## src/rtl/fetch_stage_pkg.sv

```systemverilog
// -----------------------------------------------------------------------------
// fetch_stage_pkg
// Shared pipeline definitions for the instruction-fetch stage.
//   - Bit positions inside the 3-bit stall vector from hazard detection
//   - The encoding used for an empty (bubble) IF/ID slot
//   - The fetch FSM state type
// -----------------------------------------------------------------------------
package fetch_stage_pkg;

    // Bit positions inside the hazard-detection stall vector
    localparam int STALL_PCW    = 2;
    localparam int STALL_IFIDW  = 1;
    localparam int STALL_BUBBLE = 0;

    // Instruction word placed in IF/ID when it carries a bubble
    localparam logic [31:0] NOP_INSTR = 32'h0000_0000;

    // Sequential fetch advances one 32-bit word at a time
    localparam logic [31:0] PC_STEP = 32'd4;

    // FETCH: request at pc; HOLD: word parked in hold buffer, no request;
    // DROP: finishing an abandoned request whose response is thrown away
    typedef enum logic [1:0] {
        FETCH = 2'd0,
        HOLD  = 2'd1,
        DROP  = 2'd2
    } fetch_state_t;

endpackage

```

## src/rtl/fetch_stage_if.sv

```systemverilog
// -----------------------------------------------------------------------------
// fetch_stage_if
// Instruction-memory req/ack port between the fetch stage and memory.
//   imem_req   : fetch request (master -> slave)
//   imem_addr  : word-aligned fetch address (master -> slave)
//   imem_ack   : response valid, may come in the same cycle as the request
//   imem_rdata : instruction word, valid while imem_ack=1
// The fetch stage uses the master modport, the memory the slave modport.
// -----------------------------------------------------------------------------
interface fetch_stage_if;

    logic        imem_req;
    logic [31:0] imem_addr;
    logic        imem_ack;
    logic [31:0] imem_rdata;

    modport master (
        output imem_req,
        output imem_addr,
        input  imem_ack,
        input  imem_rdata
    );

    modport slave (
        input  imem_req,
        input  imem_addr,
        output imem_ack,
        output imem_rdata
    );

endinterface

```

## src/rtl/fetch_stage_if_id_reg.sv

```systemverilog
// -----------------------------------------------------------------------------
// if_id_reg
// IF/ID pipeline register: valid flag, instruction word and PC+4, plus the
// opcode/rs/rt fields decode needs early for control and hazard detection.
//   clk, rst   : clock and synchronous active-high reset
//   i_we       : load {1, i_instr, i_pc4}
//   i_flush    : load a bubble {0, NOP, 0}; wins over i_we
//   i_instr    : incoming instruction word
//   i_pc4      : incoming PC+4
//   o_valid    : register holds a real instruction
//   o_instr    : registered instruction (NOP when not valid)
//   o_pc4      : registered PC+4
//   o_opcode/o_rs/o_rt : fields [31:26]/[25:21]/[20:16] of o_instr
// -----------------------------------------------------------------------------
module if_id_reg
    import fetch_stage_pkg::*;
(
    input  logic        clk,
    input  logic        rst,
    input  logic        i_we,
    input  logic        i_flush,
    input  logic [31:0] i_instr,
    input  logic [31:0] i_pc4,
    output logic        o_valid,
    output logic [31:0] o_instr,
    output logic [31:0] o_pc4,
    output logic [5:0]  o_opcode,
    output logic [4:0]  o_rs,
    output logic [4:0]  o_rt
);

    logic        r_valid;
    logic [31:0] r_instr;
    logic [31:0] r_pc4;

    // Flush beats write so a redirect can never let a wrong-path word in;
    // with neither asserted the register simply holds (stall freeze).
    always_ff @(posedge clk) begin
        if (rst) begin
            r_valid <= 1'b0;
            r_instr <= NOP_INSTR;
            r_pc4   <= 32'd0;
        end else if (i_flush) begin
            r_valid <= 1'b0;
            r_instr <= NOP_INSTR;
            r_pc4   <= 32'd0;
        end else if (i_we) begin
            r_valid <= 1'b1;
            r_instr <= i_instr;
            r_pc4   <= i_pc4;
        end
    end

    // Field slicing is purely combinational off the registered word
    assign o_valid  = r_valid;
    assign o_instr  = r_instr;
    assign o_pc4    = r_pc4;
    assign o_opcode = r_instr[31:26];
    assign o_rs     = r_instr[25:21];
    assign o_rt     = r_instr[20:16];

endmodule

```

## src/rtl/fetch_stage.sv

```systemverilog
// -----------------------------------------------------------------------------
// fetch_stage
// Instruction-fetch stage of the five-stage MIPS pipeline. Owns the PC,
// drives the instruction-memory req/ack port, and writes IF/ID. Honours the
// hazard stall vector, takes beq/j redirects from downstream, and parks a
// fetched word in a one-entry hold buffer when IF/ID cannot take it.
//   clk, rst        : clock and synchronous active-high reset
//   stall[2:0]      : [2] pc_write, [1] if_id_write, [0] bubble (unused here)
//   redirect_valid  : taken branch / jump resolved downstream
//   redirect_pc     : redirect target, low two bits ignored
//   imem            : instruction-memory port (master side)
//   if_id_valid     : IF/ID holds a real instruction
//   if_id_instr     : IF/ID instruction (0 when invalid)
//   if_id_pc4       : IF/ID PC+4
//   if_id_opcode/rs/rt : decoded fields of if_id_instr
//   fetch_busy      : FSM is not in FETCH
// -----------------------------------------------------------------------------
module fetch_stage
    import fetch_stage_pkg::*;
#(
    parameter logic [31:0] RESET_PC = 32'h0000_0000
) (
    input  logic               clk,
    input  logic               rst,
    input  logic [2:0]         stall,
    input  logic               redirect_valid,
    input  logic [31:0]        redirect_pc,
    fetch_stage_if.master      imem,
    output logic               if_id_valid,
    output logic [31:0]        if_id_instr,
    output logic [31:0]        if_id_pc4,
    output logic [5:0]         if_id_opcode,
    output logic [4:0]         if_id_rs,
    output logic [4:0]         if_id_rt,
    output logic               fetch_busy
);

    fetch_state_t r_state;
    logic [31:0]  r_pc;
    logic [31:0]  r_hold;
    logic [31:0]  r_dropAddr;

    logic         w_accept;
    logic         w_ifIdW;
    logic [31:0]  w_pc4;
    logic [31:0]  w_redirTarget;
    logic         w_ifIdWe;
    logic         w_ifIdFlush;
    logic [31:0]  w_ifIdInstr;
    logic         w_unusedBubble;

    // A word may only enter IF/ID when both PC and IF/ID are allowed to move
    assign w_accept       = stall[STALL_PCW] & stall[STALL_IFIDW];
    assign w_ifIdW        = stall[STALL_IFIDW];
    assign w_pc4          = r_pc + PC_STEP;
    assign w_redirTarget  = redirect_pc & 32'hFFFF_FFFC;
    assign w_unusedBubble = stall[STALL_BUBBLE];

    // Request and address come only from registered state and rst, so there
    // is no combinational path from the memory response back to the request.
    assign imem.imem_req  = ~rst & (r_state != HOLD);
    assign imem.imem_addr = (r_state == DROP) ? r_dropAddr : r_pc;
    assign fetch_busy     = (r_state != FETCH);

    // IF/ID write control. A redirect flushes regardless of stall; otherwise
    // a word is written when accepted, and an empty cycle becomes a bubble
    // only when IF/ID is allowed to change.
    always_comb begin
        w_ifIdWe    = 1'b0;
        w_ifIdFlush = 1'b0;
        w_ifIdInstr = imem.imem_rdata;
        if (redirect_valid) begin
            w_ifIdFlush = 1'b1;
        end else begin
            case (r_state)
                FETCH: begin
                    if (imem.imem_ack) begin
                        w_ifIdWe = w_accept;
                    end else begin
                        w_ifIdFlush = w_ifIdW;
                    end
                end
                HOLD: begin
                    w_ifIdWe    = w_accept;
                    w_ifIdInstr = r_hold;
                end
                DROP: begin
                    w_ifIdFlush = w_ifIdW;
                end
                default: begin
                    w_ifIdFlush = 1'b0;
                end
            endcase
        end
    end

    // Fetch FSM, PC, hold buffer and drop address. An outstanding request
    // cannot be withdrawn, so a redirect during a wait moves into DROP and
    // lets the old address complete; later redirects only retarget pc.
    always_ff @(posedge clk) begin
        if (rst) begin
            r_state    <= FETCH;
            r_pc       <= RESET_PC;
            r_hold     <= NOP_INSTR;
            r_dropAddr <= 32'd0;
        end else if (redirect_valid) begin
            r_pc   <= w_redirTarget;
            r_hold <= NOP_INSTR;
            case (r_state)
                FETCH: begin
                    if (!imem.imem_ack) begin
                        r_dropAddr <= r_pc;
                        r_state    <= DROP;
                    end
                end
                HOLD:    r_state <= FETCH;
                DROP:    r_state <= DROP;
                default: r_state <= FETCH;
            endcase
        end else begin
            case (r_state)
                FETCH: begin
                    if (imem.imem_ack) begin
                        if (w_accept) begin
                            r_pc <= w_pc4;
                        end else begin
                            r_hold  <= imem.imem_rdata;
                            r_state <= HOLD;
                        end
                    end
                end
                HOLD: begin
                    if (w_accept) begin
                        r_pc    <= w_pc4;
                        r_state <= FETCH;
                    end
                end
                DROP: begin
                    if (imem.imem_ack) begin
                        r_state <= FETCH;
                    end
                end
                default: r_state <= FETCH;
            endcase
        end
    end

    if_id_reg u_ifIdReg (
        .clk      (clk),
        .rst      (rst),
        .i_we     (w_ifIdWe),
        .i_flush  (w_ifIdFlush),
        .i_instr  (w_ifIdInstr),
        .i_pc4    (w_pc4),
        .o_valid  (if_id_valid),
        .o_instr  (if_id_instr),
        .o_pc4    (if_id_pc4),
        .o_opcode (if_id_opcode),
        .o_rs     (if_id_rs),
        .o_rt     (if_id_rt)
    );

endmodule

```

## src/flat_wrapper.sv

```systemverilog
// flat-port wrapper written by rule: the top's interface ports become plain ports
module fetch_stage_flat import fetch_stage_pkg::*;
#(
    parameter logic [31:0] RESET_PC = 32'h0000_0000
)
  (clk, rst, stall, redirect_valid, redirect_pc, if_id_valid, if_id_instr, if_id_pc4, if_id_opcode, if_id_rs, if_id_rt, fetch_busy, imem_imem_req, imem_imem_addr, imem_imem_ack, imem_imem_rdata);
  fetch_stage_if imem_i ();
  input  logic clk;
  input  logic rst;
  input  logic [2:0] stall;
  input  logic redirect_valid;
  input  logic [31:0] redirect_pc;
  output logic if_id_valid;
  output logic [31:0] if_id_instr;
  output logic [31:0] if_id_pc4;
  output logic [5:0] if_id_opcode;
  output logic [4:0] if_id_rs;
  output logic [4:0] if_id_rt;
  output logic fetch_busy;
  output wire logic [$bits(imem_i.imem_req)-1:0] imem_imem_req;
  output wire logic [$bits(imem_i.imem_addr)-1:0] imem_imem_addr;
  input wire logic [$bits(imem_i.imem_ack)-1:0] imem_imem_ack;
  input wire logic [$bits(imem_i.imem_rdata)-1:0] imem_imem_rdata;
  assign imem_imem_req = imem_i.imem_req;
  assign imem_imem_addr = imem_i.imem_addr;
  assign imem_i.imem_ack = imem_imem_ack;
  assign imem_i.imem_rdata = imem_imem_rdata;
  fetch_stage #(.RESET_PC(RESET_PC)) u_core (.clk(clk), .rst(rst), .stall(stall), .redirect_valid(redirect_valid), .redirect_pc(redirect_pc), .imem(imem_i), .if_id_valid(if_id_valid), .if_id_instr(if_id_instr), .if_id_pc4(if_id_pc4), .if_id_opcode(if_id_opcode), .if_id_rs(if_id_rs), .if_id_rt(if_id_rt), .fetch_busy(fetch_busy));
endmodule
```

## config.mk

```make
export PLATFORM = sky130hd
export DESIGN_NAME = fetch_stage_flat
export DESIGN_NICKNAME = d
export VERILOG_FILES = /design/src/rtl/fetch_stage_pkg.sv /design/src/rtl/fetch_stage_if.sv /design/src/rtl/fetch_stage_if_id_reg.sv /design/src/rtl/fetch_stage.sv /design/src/flat_wrapper.sv
export SDC_FILE = /design/constraint.sdc
export NUM_CORES = 1
export LEC_CHECK = 0
export BUFFER_PORTS_ARGS = -buffer_cell sky130_fd_sc_hd__buf_2
export CAP_MARGIN = 20
export CORE_UTILIZATION = 53
export CTS_CLUSTER_SIZE = 24
export DETAILED_ROUTE_END_ITERATION = 10
export GPL_ROUTABILITY_DRIVEN = 0
export GPL_TIMING_DRIVEN = 1
export MAX_ROUTING_LAYER = met4
export PLACE_DENSITY = 0.91
export SLEW_MARGIN = 10
export SYNTH_ARGS = -nofsm -noshare
export SYNTH_HDL_FRONTEND = slang
export SYNTH_SLANG_ARGS = --single-unit
```

## constraint.sdc

```tcl
create_clock -name clk -period 2.54 [get_ports clk]
set_input_delay 0.635 -clock clk [delete_from_list [all_inputs] [get_ports clk]]
set_output_delay 0.635 -clock clk [all_outputs]
set_load 0.01 [all_outputs]
```

==> flow_metrics.py <==
metrics = {
    "final_layout": {
        "final_nets": 1076,
        "multi_input_area_um2": 3709,
        "flow.area_growth_from_synthesis_pct": 19.79,
        "fill_cells": 1077,
        "final_layout_size_suffix_gt1_share_pct": 27.85,
        "seq_area_um2": 3144,
        "finalCoreUtilization_pct": 65.80,
    },
    "timing": {
        "hold_slack_ns": 0.4372,
        "clock_skew_ns": 0.009677,
        "timing.final.crit_share_pct": 94.26,
        "max_clock_freq_mhz": 417.7,
        "grt_setup_unrepaired": "false",
        "sum_of_negative_setup_slack_ns": 0,
        "maxSlewViolCount": 0,
        "finalHoldViolCount": 0,
        "fin_crit_ns": 2.394,
        "tightestPinTransition_ns": 0.9578,
        "maxSlewHeadroom_pct": 36.15,
        "setup_viol_count_final": 0,
    },
    "power": {
        "power_density_nw_per_um2": 647.0,
        "p_leak_nw": 3.506,
        "power_frac_comb_pct": 10.3,
        "power_switching_share_pct": 25.21,
        "power_report.internal_total_w": 0.004267,
        "pwr-share-seq_pct": 46.0,
        "vdd_ir_drop_max_v": 0.0004588,
        "clock_power_share_pct": 43.7,
        "switchingPower_w": 0.001438,
        "power_w": 0.005705,
    },
    "clocking": {
        "clock_tree.root_cell": "clkbuf_16",
        "cts_tree": "built",
        "cts-hold-fix-buffers": 0,
        "clock_insertion_delay_worst_skew_ns": 0.43,
        "clock_tree.htree_level_count": 4,
        "clock_sink_count": 157,
        "clock_buffers_created_by_tritoncts": 17,
        "clkTransAtPathRegs_ns": 0.06,
        "clock_tree.buffer_depth": 2,
    },
    "detailed_routing": {
        "remaining_antenna_violation_count": 0,
        "viasPerCell": 5.673,
        "wire_per_inst_um": 16.38,
        "drc": 0,
        "dr.pass1.iters": 7,
        "detailedRoute.firstIterationViolations": 605,
        "dr_total_vias": 6779,
        "detail_route.wirelength_mm": 19.58,
    },
    "yosys": {
        "postSynthAreaPerCell_um2": 8.422,
        "synth_enable_flop_cells": 0,
        "synthDominantCellAreaShare_pct": 42.70,
        "register_bit_count_reported_by_yosys": 157,
        "synth_flop_cell": "dfxtp_1",
        "async_flop_share_pct": 0,
        "post_synth_inst_count": 874,
        "netlist.top_cell.by_area": "dfxtp_1",
        "seq_area_frac_synth_pct": 42.70,
        "synth.cell_area_um2": 7361,
        "list_of_most_frequent_post_synthesis_cells": "157 x dfxtp_1, 153 x nand2_1, 90 x a21oi_1",
        "ys_types": 46,
        "yosys_warnings": 0,
        "synth.area.top_cells": "dfxtp_1 43%, nand2_1 7.8%, a21oi_1 6.1%",
        "yosys.cell_count.top_type": "dfxtp_1",
    },
    "min_path": {
        "worst_hold_path.endpoint": "u_core.r_pc[29]",
        "hold_class": "in2reg",
        "holdPathStages": 3,
        "worstHoldStart": "redirect_pc[29]",
    },
    "worst_setup_path": {
        "worstReg2RegStart": "u_core.r_pc[2]",
        "logic_depth_of_the_worst_register_to_register_path": 7,
        "startpoint": "u_core.r_state[0]",
        "required_ns": 1.90,
        "crit_path_top_delay_cell": "dfxtp_2",
        "rrSetupSlack_ns": 0.28,
        "crit_type": "reg2out",
        "cp-end-kind": "output pin",
        "critical_path.reg2reg.endpoint": "u_core.r_pc[26]",
        "cp_top_family": "buffers and inverters",
        "startpoint_type": "flip-flop",
        "cp_cell_sequence": "inv_2, nand2_1, buf_8, mux2_2, buf_2",
        "critical_path.max_fanout": 20,
        "crit_buf_inv": 3,
        "crit_path_max_incr_delay_ns": 0.38,
        "critPathArrivalTime_ns": 1.76,
    },
    "die": {
        "core_um2": 13400,
        "initial_utilization_pct": 54.93,
        "boundaryPins": 186,
        "full_die_area_um2": 14360,
        "die_height_um": 119.9,
        "chipWidth_um": 119.9,
        "row_count": 42,
    },
    "placed_design": {
        "dpl.hpwl_mm": 13.00,
        "portBuffers": 178,
    },
    "job": {
        "max_cap_violations": 0,
    },
    "global_routing": {
        "global_route.usage.total_pct": 28.39,
        "grt_overflow": 0,
        "first_global_vias": 6243,
        "grt_max_degree": 83,
        "wire_length_of_the_first_global_routing_pass_mm": 31.03,
        "grt_antenna_before_repair": 3,
    },
    "run_status": {
        "run_status": "finished, final reports clean",
    },
}
==> logic make-up after synthesis <==
logic type	count (synthesis)	synth area share, %
buffers and inverters	104	7.275
other	1	0.05095
XOR/XNOR	50	5.949
AO/OA/AOI/OAI	188	15.16
adder cells (fa/ha/maj)	2	0.3059
flip-flops	157	42.70
AND/OR/NAND/NOR	308	19.34
multiplexers	64	9.213
==> layer usage <==
metal / track usage (%) / routed length [um] / part of all wire [%]
met5: - / 0 / 0
met4: 13.20 / 582 / 3.0
met3: 6.321 / 1294 / 6.6
met2: 43.89 / 9350 / 48
met1: 35.32 / 8349 / 43
==> worst min-delay path: stages <==
cell and delay (ns):
buf_2 0.08, nand2_1 0.04, o21ai_1 0.07
==> power by group through the flow <==
stage / sequential (W) / combinational [W] / clock, W
after floorplan: 0.00264 / 0.000409 / 0
after global placement: 0.00267 / 0.000566 / 0
after detailed placement: 0.00267 / 0.000578 / 0
after CTS: 0.00262 / 0.000586 / 0.00253
after global routing: 0.00263 / 0.000642 / 0.00262
final: 0.00262 / 0.000590 / 0.00249
==> worst max path at each step <==
stage / cells past startpoint / slack [ns] / end
after global routing: 5 / 0.08 / imem_imem_addr[25]
after global placement: 4 / 0.35 / u_core.u_ifIdReg.o_valid
after detailed placement: 6 / 0.28 / u_core.r_pc[23]
final: 5 / 0.15 / imem_imem_addr[25]
after floorplan: 6 / 0.41 / u_core.u_ifIdReg.o_pc4[10]
after CTS: 5 / 0.04 / imem_imem_addr[25]
==> layout make-up <==
type	count	area share (%)
diodes	3	0.08514
clock buffers	21	5.222
clock inverters	10	1.306
inverters	8	0.3406
multi-input cells	616	42.06
flip-flops and latches	157	35.66
well taps	176	2.498
repair buffers	204	12.83
==> through the flow <==
step           setup WS, ns  instances  cell area [um^2]
3_3_place_gp         0.3527       1161              8225
2_1_floorplan        0.4076        877              7372
5_1_grt             0.08090       1195              8817
3_5_place_dp         0.2826       1161              8225
4_1_cts             0.04204       1192              8805
6_report             0.1457       1195              8817
==> state kept, by name, indices dropped and copies added, names as in the netlist <==
signal / count
u_core.r_pc: 30
u_core.r_hold: 32
u_core.u_ifIdReg.o_pc4: 30
u_core.u_ifIdReg.o_instr: 32
u_core.r_state: 2
u_core.r_dropAddr: 30
u_core.u_ifIdReg.o_valid: 1
==> layout by cell type (no fill, tap or decap), types with 3 or more instances in the layout <==
cell type   Yosys  layout
diode_2         0       3
conb_1          1       4
and3_1          3       3
inv_1           6       6
nor4_4          4       4
buf_12          0       3
xor2_1         28      28
o21ai_1         8       8
a21oi_1        90      90
clkinv_2        0       3
nand3_1        23      23
xnor2_1        22      22
clkbuf_16       0      17
a311oi_1        5       5
buf_4          25      22
and2_1          5       5
mux2_2         30      30
nor3_2          6       9
o21ai_0        23      23
nor4_1          3       3
mux2i_1        34      34
buf_2          14     178
nand2_1       153     153
dfxtp_1       157     156
nand4_1        14      14
a211oi_1       55      55
or3_1           5       5
nor2_1         77      77
nor3_1          7       4
clkinvlp_4      0       3
==> timing repair <==
action,CTS,global route
gates resized for setup,1,2
hold endpoints to repair,0,0
buffers inserted,0,0
endpoints found under the setup margin,5,19
(Power assumes the default switching activity.)
